===== src/rtl/rs_gf_pkg.sv =====
// Shared GF(2^M) definitions for the Reed-Solomon decoder blocks
// (syndrome engine, Berlekamp-Massey, Chien search).
package rs_gf_pkg;

  // Default field: GF(2^8) generated by x^8 + x^4 + x^3 + x^2 + 1.
  localparam int         M         = 8;
  localparam logic [8:0] PRIM_POLY = 9'h11D;

  // Input side: waiting for a start-of-codeword, or accumulating one.
  typedef enum logic {
    IN_IDLE = 1'b0,
    IN_ACC  = 1'b1
  } in_state_t;

  // Output side: result bank empty, or draining syndromes downstream.
  typedef enum logic {
    OUT_EMPTY = 1'b0,
    OUT_SEND  = 1'b1
  } out_state_t;

  // Multiply by alpha (= x) with reduction by the field polynomial.
  function automatic logic [M-1:0] gf_xtime(input logic [M-1:0] a);
    gf_xtime = {a[M-2:0], 1'b0} ^ (a[M-1] ? PRIM_POLY[M-1:0] : '0);
  endfunction

  // alpha^e, exponent taken mod 2^M-1; intended for constant tables.
  function automatic logic [M-1:0] gf_alpha_pow(input int e);
    logic [M-1:0] r;
    int           em;
    r  = {{(M-1){1'b0}}, 1'b1};
    em = e % ((1 << M) - 1);
    for (int k = 0; k < em; k++) begin
      r = gf_xtime(r);
    end
    gf_alpha_pow = r;
  endfunction

  // General shift-and-add field multiply.
  function automatic logic [M-1:0] gf_mul(input logic [M-1:0] a, input logic [M-1:0] b);
    logic [M-1:0] p;
    logic [M-1:0] t;
    p = '0;
    t = a;
    for (int k = 0; k < M; k++) begin
      if (b[k]) p = p ^ t;
      t = gf_xtime(t);
    end
    gf_mul = p;
  endfunction

endpackage


===== src/rtl/gf_const_mul.sv =====
// Combinational multiply of x by the constant alpha^EXP in GF(2^M).
// The constant is folded at elaboration, so the result is a pure XOR network.
module gf_const_mul #(
  parameter int         M         = 8,
  parameter logic [M:0] PRIM_POLY = 9'h11D,
  parameter int         EXP       = 1
) (
  input  logic [M-1:0] x,
  output logic [M-1:0] y
);

  function automatic logic [M-1:0] xtime(input logic [M-1:0] a);
    xtime = {a[M-2:0], 1'b0} ^ (a[M-1] ? PRIM_POLY[M-1:0] : '0);
  endfunction

  function automatic logic [M-1:0] alpha_pow(input int e);
    logic [M-1:0] r;
    int           em;
    r  = {{(M-1){1'b0}}, 1'b1};
    em = e % ((1 << M) - 1);
    for (int k = 0; k < em; k++) begin
      r = xtime(r);
    end
    alpha_pow = r;
  endfunction

  localparam logic [M-1:0] COEF = alpha_pow(EXP);

  logic [M-1:0] prod;
  logic [M-1:0] term;

  // Shift-and-add against the constant coefficient bits.
  always_comb begin
    prod = '0;
    term = x;
    for (int b = 0; b < M; b++) begin
      if (COEF[b]) prod = prod ^ term;
      term = xtime(term);
    end
    y = prod;
  end

endmodule


===== src/rtl/rs_syndrome_engine.sv =====
// Reed-Solomon syndrome engine: evaluates S_j = r(alpha^j), j = FCR..FCR+NSYM-1,
// by Horner's rule, one received symbol per clock, highest-degree symbol first.
// Finished syndromes move to an output bank so the next codeword can accumulate
// while the previous set drains.
//
// Handshakes: a beat moves on an edge where valid and ready are both high; the
// sender holds valid and payload until then, and payload is held stable while
// valid is high and ready is low. in_ready depends on syn_ready only through the
// last-symbol stall (bank still full when the final symbol arrives).
module rs_syndrome_engine #(
  parameter int         M         = rs_gf_pkg::M,
  parameter int         NSYM      = 32,
  parameter int         N         = 255,
  parameter int         FCR       = 1,
  parameter logic [M:0] PRIM_POLY = rs_gf_pkg::PRIM_POLY,
  localparam int        LW        = $clog2(N + 1),
  localparam int        IW        = $clog2(NSYM)
) (
  input  logic          clock,
  input  logic          reset,        // asynchronous, active-low
  input  logic          in_valid,
  output logic          in_ready,
  input  logic          in_sop,
  input  logic [M-1:0]  in_data,
  input  logic [LW-1:0] cw_len,
  output logic          syn_valid,
  input  logic          syn_ready,
  output logic [M-1:0]  syn_data,
  output logic [IW-1:0] syn_idx,
  output logic          syn_last,
  output logic          cw_ok,
  output logic          drop_pulse,
  output logic          abort_pulse,
  output logic [1:0]    fsm_state     // {output FSM, input FSM} for observation
);

  import rs_gf_pkg::*;

  in_state_t    in_state;
  in_state_t    in_next;
  out_state_t   out_state;
  out_state_t   out_next;

  logic [LW-1:0] cnt;
  logic [LW-1:0] len;
  logic [LW-1:0] eff_len;
  logic [IW-1:0] idx;
  logic          ok_r;
  logic          ready_en;

  logic [M-1:0]  acc      [0:NSYM-1];
  logic [M-1:0]  acc_mul  [0:NSYM-1];
  logic [M-1:0]  acc_next [0:NSYM-1];
  logic [M-1:0]  bank     [0:NSYM-1];
  logic          all_zero;

  logic at_last;
  logic out_full;
  logic stall;
  logic xfer;
  logic sop_xfer;
  logic acc_xfer;
  logic last_xfer;
  logic drain;
  logic fire_last;

  // Out-of-range lengths (too short to hold NSYM check symbols, or longer
  // than the field allows) fall back to the full code length.
  assign eff_len = ((int'(cw_len) < NSYM + 1) || (int'(cw_len) > N)) ? LW'(N) : cw_len;

  assign at_last   = (in_state == IN_ACC) && (cnt == len - LW'(1));
  assign out_full  = (out_state == OUT_SEND);
  assign stall     = at_last && out_full;
  assign in_ready  = ready_en && !stall;
  assign xfer      = in_valid && in_ready;
  assign sop_xfer  = xfer && in_sop;
  assign acc_xfer  = xfer && !in_sop && (in_state == IN_ACC);
  assign last_xfer = acc_xfer && at_last;

  assign syn_valid = out_full;
  assign syn_idx   = idx;
  assign syn_data  = bank[idx];
  assign syn_last  = out_full && (idx == IW'(NSYM - 1));
  assign cw_ok     = out_full && ok_r;
  assign drain     = syn_valid && syn_ready;
  assign fire_last = drain && syn_last;
  assign fsm_state = {out_state, in_state};

  // One constant multiplier per syndrome: acc[i] * alpha^(FCR+i).
  for (genvar i = 0; i < NSYM; i++) begin : g_mul
    gf_const_mul #(
      .M         (M),
      .PRIM_POLY (PRIM_POLY),
      .EXP       (FCR + i)
    ) u_mul (
      .x (acc[i]),
      .y (acc_mul[i])
    );
  end

  // Horner step; a start-of-codeword symbol reseeds every accumulator.
  always_comb begin
    for (int i = 0; i < NSYM; i++) begin
      acc_next[i] = in_sop ? in_data : (acc_mul[i] ^ in_data);
    end
  end

  // No-error flag: every finished syndrome is zero.
  always_comb begin
    all_zero = 1'b1;
    for (int i = 0; i < NSYM; i++) begin
      if (acc_next[i] != '0) all_zero = 1'b0;
    end
  end

  // Input FSM next state; a mid-codeword sop restarts but stays in ACC.
  always_comb begin
    in_next = in_state;
    case (in_state)
      IN_IDLE: if (sop_xfer)  in_next = IN_ACC;
      IN_ACC:  if (last_xfer) in_next = IN_IDLE;
      default: in_next = IN_IDLE;
    endcase
  end

  // Output FSM next state; a load only happens while the bank is empty.
  always_comb begin
    out_next = out_state;
    case (out_state)
      OUT_EMPTY: if (last_xfer) out_next = OUT_SEND;
      OUT_SEND:  if (fire_last) out_next = OUT_EMPTY;
      default:   out_next = OUT_EMPTY;
    endcase
  end

  // State registers for both FSMs.
  always_ff @(posedge clock or negedge reset) begin
    if (!reset) begin
      in_state  <= IN_IDLE;
      out_state <= OUT_EMPTY;
    end else begin
      in_state  <= in_next;
      out_state <= out_next;
    end
  end

  // Keeps in_ready low while in reset and rising one edge after release.
  always_ff @(posedge clock or negedge reset) begin
    if (!reset) ready_en <= 1'b0;
    else        ready_en <= 1'b1;
  end

  // Symbol counter and latched codeword length.
  always_ff @(posedge clock or negedge reset) begin
    if (!reset) begin
      cnt <= '0;
      len <= '0;
    end else if (sop_xfer) begin
      cnt <= LW'(1);
      len <= eff_len;
    end else if (acc_xfer) begin
      cnt <= cnt + LW'(1);
    end
  end

  // Syndrome accumulators advance on every accepted in-codeword symbol.
  always_ff @(posedge clock or negedge reset) begin
    if (!reset) begin
      for (int i = 0; i < NSYM; i++) acc[i] <= '0;
    end else if (sop_xfer || acc_xfer) begin
      for (int i = 0; i < NSYM; i++) acc[i] <= acc_next[i];
    end
  end

  // Output bank captures the final syndromes on the last-symbol transfer.
  always_ff @(posedge clock or negedge reset) begin
    if (!reset) begin
      for (int i = 0; i < NSYM; i++) bank[i] <= '0;
      ok_r <= 1'b0;
    end else if (last_xfer) begin
      for (int i = 0; i < NSYM; i++) bank[i] <= acc_next[i];
      ok_r <= all_zero;
    end
  end

  // Drain index walks the bank one handshake at a time.
  always_ff @(posedge clock or negedge reset) begin
    if (!reset) begin
      idx <= '0;
    end else if (last_xfer) begin
      idx <= '0;
    end else if (drain) begin
      idx <= syn_last ? '0 : idx + IW'(1);
    end
  end

  // Single-cycle event flags for discarded or restarted input.
  always_ff @(posedge clock or negedge reset) begin
    if (!reset) begin
      drop_pulse  <= 1'b0;
      abort_pulse <= 1'b0;
    end else begin
      drop_pulse  <= xfer && !in_sop && (in_state == IN_IDLE);
      abort_pulse <= sop_xfer && (in_state == IN_ACC);
    end
  end

endmodule

===== config.mk =====
export PLATFORM = sky130hd
export DESIGN_NAME = rs_syndrome_engine
export DESIGN_NICKNAME = d
export VERILOG_FILES = /design/src/rtl/rs_gf_pkg.sv /design/src/rtl/gf_const_mul.sv /design/src/rtl/rs_syndrome_engine.sv
export SDC_FILE = /design/constraint.sdc
export NUM_CORES = 2
export LEC_CHECK = 0
export CAP_MARGIN = 20
export CORE_MARGIN = 1
export CORE_UTILIZATION = 47
export DETAILED_ROUTE_END_ITERATION = 16
export MAX_ROUTING_LAYER = met4
export PLACE_DENSITY = 0.71
export SYNTH_ARGS = -nofsm -noshare
export SYNTH_HDL_FRONTEND = slang
export SYNTH_SLANG_ARGS = --single-unit
export TNS_END_PERCENT = 20

===== constraint.sdc =====
create_clock -name clock -period 3.8 [get_ports clock]
set_input_delay 0.38 -clock clock [delete_from_list [all_inputs] [get_ports clock]]
set_output_delay 0.38 -clock clock [all_outputs]
set_load 0.01 [all_outputs]

[After elaboration in Yosys (flattened, before gate mapping)]
Index checks and enable logic that the tools add are counted.
Operators by class
  add/sub/neg operators: 3
  order comparisons: 2
  equal/unequal tests: 2
  mux-type cells: 245
  bitwise gates (word level): 263
  reduce and logical (&&, ||, !) cells: 51
Operators by type and width (count)
  $xor 8x8->8: 260
  $mux 5: 169
  $mux 8: 37
  $reduce_bool 8->1: 32
  $bmux 8 s5: 1
  $mux 1: 36
  $logic_and 1x1->1: 14
  $add 8x1->8 const B: 1
  $eq 8x8->1: 1
  $lt 8x6->1 const B: 1
  $sub 8x1->8 const B: 1
  $ge 6x6->1 const B: 1
  $not 5->6: 1
  $add 5x1->5 const B: 1
  $eq 5x5->1 const B: 1
  $pmux 1 s2: 2
  $reduce_bool 2->1: 2
  $logic_not 1->1: 2
  $not 1->1: 2
  $logic_or 1x1->1: 1
Storage, ports and cells
  bits in registers: 539
  bits of input ports: 21
  output and inout port bits: 21
  logic and storage cells: 639

[Logic depth before layout (Yosys ltp)]
  depth after elaboration: 43
  mapped depth: 15
  depth with buffers taken out: 11

[Hierarchy]
From an unflattened synthesis, not the netlist that was laid out.
Second synthesis, totals
  cell total of the unflattened synthesis: 3762
  area total of the unflattened synthesis: 34853.4 um2
Modules (own cells, without submodules)
  rs_syndrome_engine: instances 1, cells an instance 3339, area each 30475.5 um2, seq. area each 13487.9 um2
  gf_const_mul at g_mul[7].u_mul ...: instances 2, cells an instance 16, area each 153.9 um2, seq. area each 0.0 um2
  gf_const_mul at g_mul[12].u_mul ...: instances 2, cells an instance 15, area each 152.6 um2, seq. area each 0.0 um2
  gf_const_mul at g_mul[16].u_mul: instances 1, cells an instance 18, area each 201.4 um2, seq. area each 0.0 um2
  gf_const_mul at g_mul[15].u_mul: instances 1, cells an instance 16, area each 183.9 um2, seq. area each 0.0 um2
  gf_const_mul at g_mul[14].u_mul: instances 1, cells an instance 18, area each 178.9 um2, seq. area each 0.0 um2
  gf_const_mul at g_mul[17].u_mul: instances 1, cells an instance 17, area each 177.7 um2, seq. area each 0.0 um2
  gf_const_mul at g_mul[10].u_mul: instances 1, cells an instance 15, area each 166.4 um2, seq. area each 0.0 um2
  gf_const_mul at g_mul[13].u_mul: instances 1, cells an instance 14, area each 160.2 um2, seq. area each 0.0 um2
  gf_const_mul at g_mul[11].u_mul: instances 1, cells an instance 14, area each 158.9 um2, seq. area each 0.0 um2
  gf_const_mul at g_mul[19].u_mul: instances 1, cells an instance 14, area each 157.7 um2, seq. area each 0.0 um2
  gf_const_mul at g_mul[20].u_mul: instances 1, cells an instance 15, area each 148.9 um2, seq. area each 0.0 um2
  gf_const_mul at g_mul[6].u_mul: instances 1, cells an instance 16, area each 147.6 um2, seq. area each 0.0 um2
  gf_const_mul at g_mul[9].u_mul: instances 1, cells an instance 15, area each 145.1 um2, seq. area each 0.0 um2
  +17 rows

[Least setup slack after synthesis]
Ideal clock, no wire load.
  path kind: reg-to-output
  from: register idx[0] (netlist: syn_idx[0])
  to: output port syn_data[0]
  arrival: 2.939 ns
  data required time: 3.420 ns
  path slack: 0.481 ns
  cell stages (with the launch flop): 7
  buffers on the path: 3
  cell sequence: dfrtp_1 > clkbuf_1 > buf_1 > buf_1 > mux4_2 > mux4_2 > mux2_2
Between the ends
  word-level cells in the longest chain between the ends: 4
Ends and longest elaborated chain
  from (decl): RTL line rs_syndrome_engine.sv:47  | logic [IW-1:0] idx;
  from (signal assigned): RTL line rs_syndrome_engine.sv:193  | idx <= syn_last ? '0 : idx + IW'(1);
  $not 5->6 (implied by the code): RTL line rs_syndrome_engine.sv:82  | assign syn_data = bank[idx];
  $bmux 8 s5: RTL line rs_syndrome_engine.sv:82
  $mux 8 (implied by the code) (2 in series): RTL line rs_syndrome_engine.sv:82
  to (decl): RTL line rs_syndrome_engine.sv:28  | output logic [M-1:0] syn_data,
No other way between the ends. The select of a mux whose other input is x is not followed.

[Worst setup path in the final report]
  from: register idx[0] (netlist: syn_idx[0])
  to: output port syn_data[7]
Same word-level chain as after synthesis.

==> reports/metrics.yaml <==
detailed_routing:
  drc_errors: 6
  via_per_inst: 5.83
  wl_per_cell_um: 23.0
  antenna_left: 0
  wl_mm: 98.3
  vias: 24949
  drt-initial-drc-count: 2919
  first_pass_iters: 12
logic_synthesis:
  synth.area.top_cells: "dfrtp_1 43%, xnor2_1 13%, o21ai_0 7.6%"
  synth_top_area_share: 0.429
  synth-seq-cells: 539
  synthTopCellsByCount: "570 x nand2_1, 539 x dfrtp_1, 478 x o21ai_0"
  synth-edff-count: 0
  yosys_warnings: 0
  syn_inst: 3386
  async_flop_share: 1.00
  yosysMostFrequentCell: "nand2_1"
  synthFlopType: "dfrtp_1"
  yosysTopAreaCell: "dfrtp_1"
  synth_nets: 3411
  syn_avg_cell_area_um2: 9.29
  synth-seq-area-share: 0.429
  synthesis.area_um2: 31500
  yosysUniqueCellTypes: 68
worst_setup_path:
  critPathTopFamily: "multiplexers"
  cp_cell_sequence: "buf_16, mux4_2, mux4_2, mux2_2, clkdlybuf4s50_1"
  cp-start-kind: "flop"
  reg2reg_from: "acc[19]$_DFFE_PN0P_"
  crit_fanout: 18
  crit_path_frequent_cell: "mux4_2"
  max_stage_delay_ps: 650
  path_class: "reg2out"
  cp_num_buf_inv: 2
  setup.worst_path.start: "syn_idx[0]$_DFFE_PN0P_"
  slowest_stage: "mux4_2"
  crit_arrival_ps: 3400
  cp.required_ps: 3420
  cp-end-kind: "primary output"
power:
  p_leak_uw: 0.0149
  p_switching_uw: 14300
  swShare: 0.436
  pwr-share-clk: 0.191
  combPwrFrac: 0.516
  seqPwrFrac: 0.293
  ir_worst_vdd_mv: 0.495
  power_density_nw_per_um2: 922
  p_int_uw: 18500
finish:
  finalNetCount: 3392
  drive_above_1_share: 0.108
  area_delta_synth_final_pct: 12.8
  multiInputGateArea_um2: 16800
  fillers: 5733
  design_area_um2: 35500
  seq_area_um2: 13500
sta:
  setup_viol: 0
  rsz0062_at_grt: "false"
  worst_pin_slew_ps: 953
  fin_crit_sh: 0.995
  skew_ps: 27.5
  final.setup.tns_ps: 0
  maxSlewViolCount: 0
  fmax_ghz: 0.264
  period_needed_ps: 3780
  max-slew-margin-rel: 0.360
  finalHoldViolations: 0
grt:
  grt_pass1_wl_mm: 150
  grt_antenna_before_repair: 6
  grt_usage: 0.301
  grt_pass1_vias: 23717
  grt.overflow.total: 0
  grt_max_degree: 181
floorplanning:
  rows: 94
  ios: 42
  start_util: 0.477
  die_x_um: 261
  die-area_um2: 68000
  die_h_um: 261
  core_area_um2: 66000
clock_tree:
  cts.path.max_buffers: 3
  cts_root_buffer: "clkbuf_16"
  cts_inserted_buffers: 58
  cts_htree_levels: 2
  clkLatencyLatePin_ps: 650
  cts.sinks: 539
  cts_tree: "yes"
  path_clk_slew_ps: 60
status:
  violations: "design-rule violations"
  status: "complete, but fails checks"
place:
  place_hpwl_mm: 69.5
  portBuffers: 41
  place.gp.congestion: 1.01
  place_area_um2: 33100
hold_path:
  hp-class: "in2reg"
  min-delay-start: "in_data[6]"
run:
  maxCapViolations: 0
## worst reg2reg max path, cell delays in order, from the launching register on
cell	delay (ps)
dfrtp_1	440
xnor2_1	460
mux2i_1	280
xor2_1	340
nand4_1	320
nor4_1	440
buf_4	190
nand4_1	90
nor4_1	600
nand4_1	210
o21ai_1	170
## registers in the layout, indices dropped and copies added, names as in the netlist
name         cells
cnt              8
acc            256
in_state         1
syn_idx          5
syn_valid        1
bank           256
drop_pulse       1
abort_pulse      1
len              8
ready_en         1
ok_r             1
## through the flow
stage / utilization / hold slack, ps / power, uW / cells / setup slack [ps]
6_report: 0.538 / 299 / 32700 / 4282 / 18.0
4_1_cts: 0.535 / 246 / 32400 / 4261 / 1.55
2_1_floorplan: - / 84.4 / 20800 / 3386 / 481
3_3_place_gp: 0.502 / 456 / 25600 / 4147 / 205
5_1_grt: 0.538 / 297 / 34500 / 4282 / 5.05
3_5_place_dp: 0.502 / 466 / 25900 / 4147 / 169
## cell type report
cell class / count / share of cell area
antenna: 2 / 0.000141
clock buffer: 82 / 0.0483
clock inverter: 27 / 0.0108
inverter: 14 / 0.00148
multi-input combinational: 2566 / 0.473
sequential: 539 / 0.380
tap: 864 / 0.0305
timing repair buffer: 188 / 0.0556
## final timing paths
path | slack [ps] | end | cells after the start
worst max-delay path | 20 | syn_data[7] | 5
worst min-delay path | 300 | bank[38]$_DFFE_PN0P_ | 3
worst max register to register | 200 | ok_r$_DFFE_PN0P_ | 10
worst min register to register | 470 | bank[232]$_DFFE_PN0P_ | 2
max in group asynchronous | 2340 | cnt[4]$_DFFE_PN0P_ | 3
min in group asynchronous | 390 | bank[153]$_DFFE_PN0P_ | 2
## layout by cell type (no fill, tap or decap), types with 59 or more instances in the layout
| cell | n |
|---|---|
| buf_4 | 115 |
| nor2_1 | 271 |
| xor2_1 | 166 |
| xnor2_1 | 450 |
| o21ai_1 | 81 |
| dfrtp_1 | 537 |
| nand2_1 | 570 |
| o21ai_0 | 478 |
| clkbuf_16 | 59 |
| mux4_2 | 80 |
| a21oi_1 | 74 |
## cell families (layout without fill, tap and decap cells)
kind of cell,count (synthesis),in the layout,synth area share
buffers and inverters,281,311,0.0387
adder cells (fa/ha/maj),4,4,0.00159
multiplexers,111,111,0.0676
XOR/XNOR,645,645,0.191
AO/OA/AOI/OAI,712,712,0.121
AND/OR/NAND/NOR,1093,1093,0.151
other,1,3,0.000119
flip-flops,539,539,0.429
## routing by layer
layer,global-route usage,part of all wire,vias up
li1,-,-,11358
met1,0.414,0.42,12239
met2,0.433,0.44,1119
met3,0.0627,0.10,233
met4,0.121,0.047,0
met5,-,0,-
## power groups by stage
stage	logic [uW]	registers (uW)	clock network, uW
detailed placement	16300	9590	0
global placement	16100	9520	0
floorplan	12100	8760	0
finish	16900	9580	6250
global route	18200	9800	6510
CTS	16500	9530	6300
## repair_timing
| item | 4_1_cts | 5_1_grt |
|---|---|---|
| gates resized for setup | 7 | 5 |
| endpoints found under the hold margin | 90 | 0 |
| cloned | 2 | 0 |
| setup endpoints to repair | 8 | 5 |
| hold buffers | 1 | 0 |
| setup buffers | 2 | 20 |
Note: power is estimated with default switching activity, not from simulation.
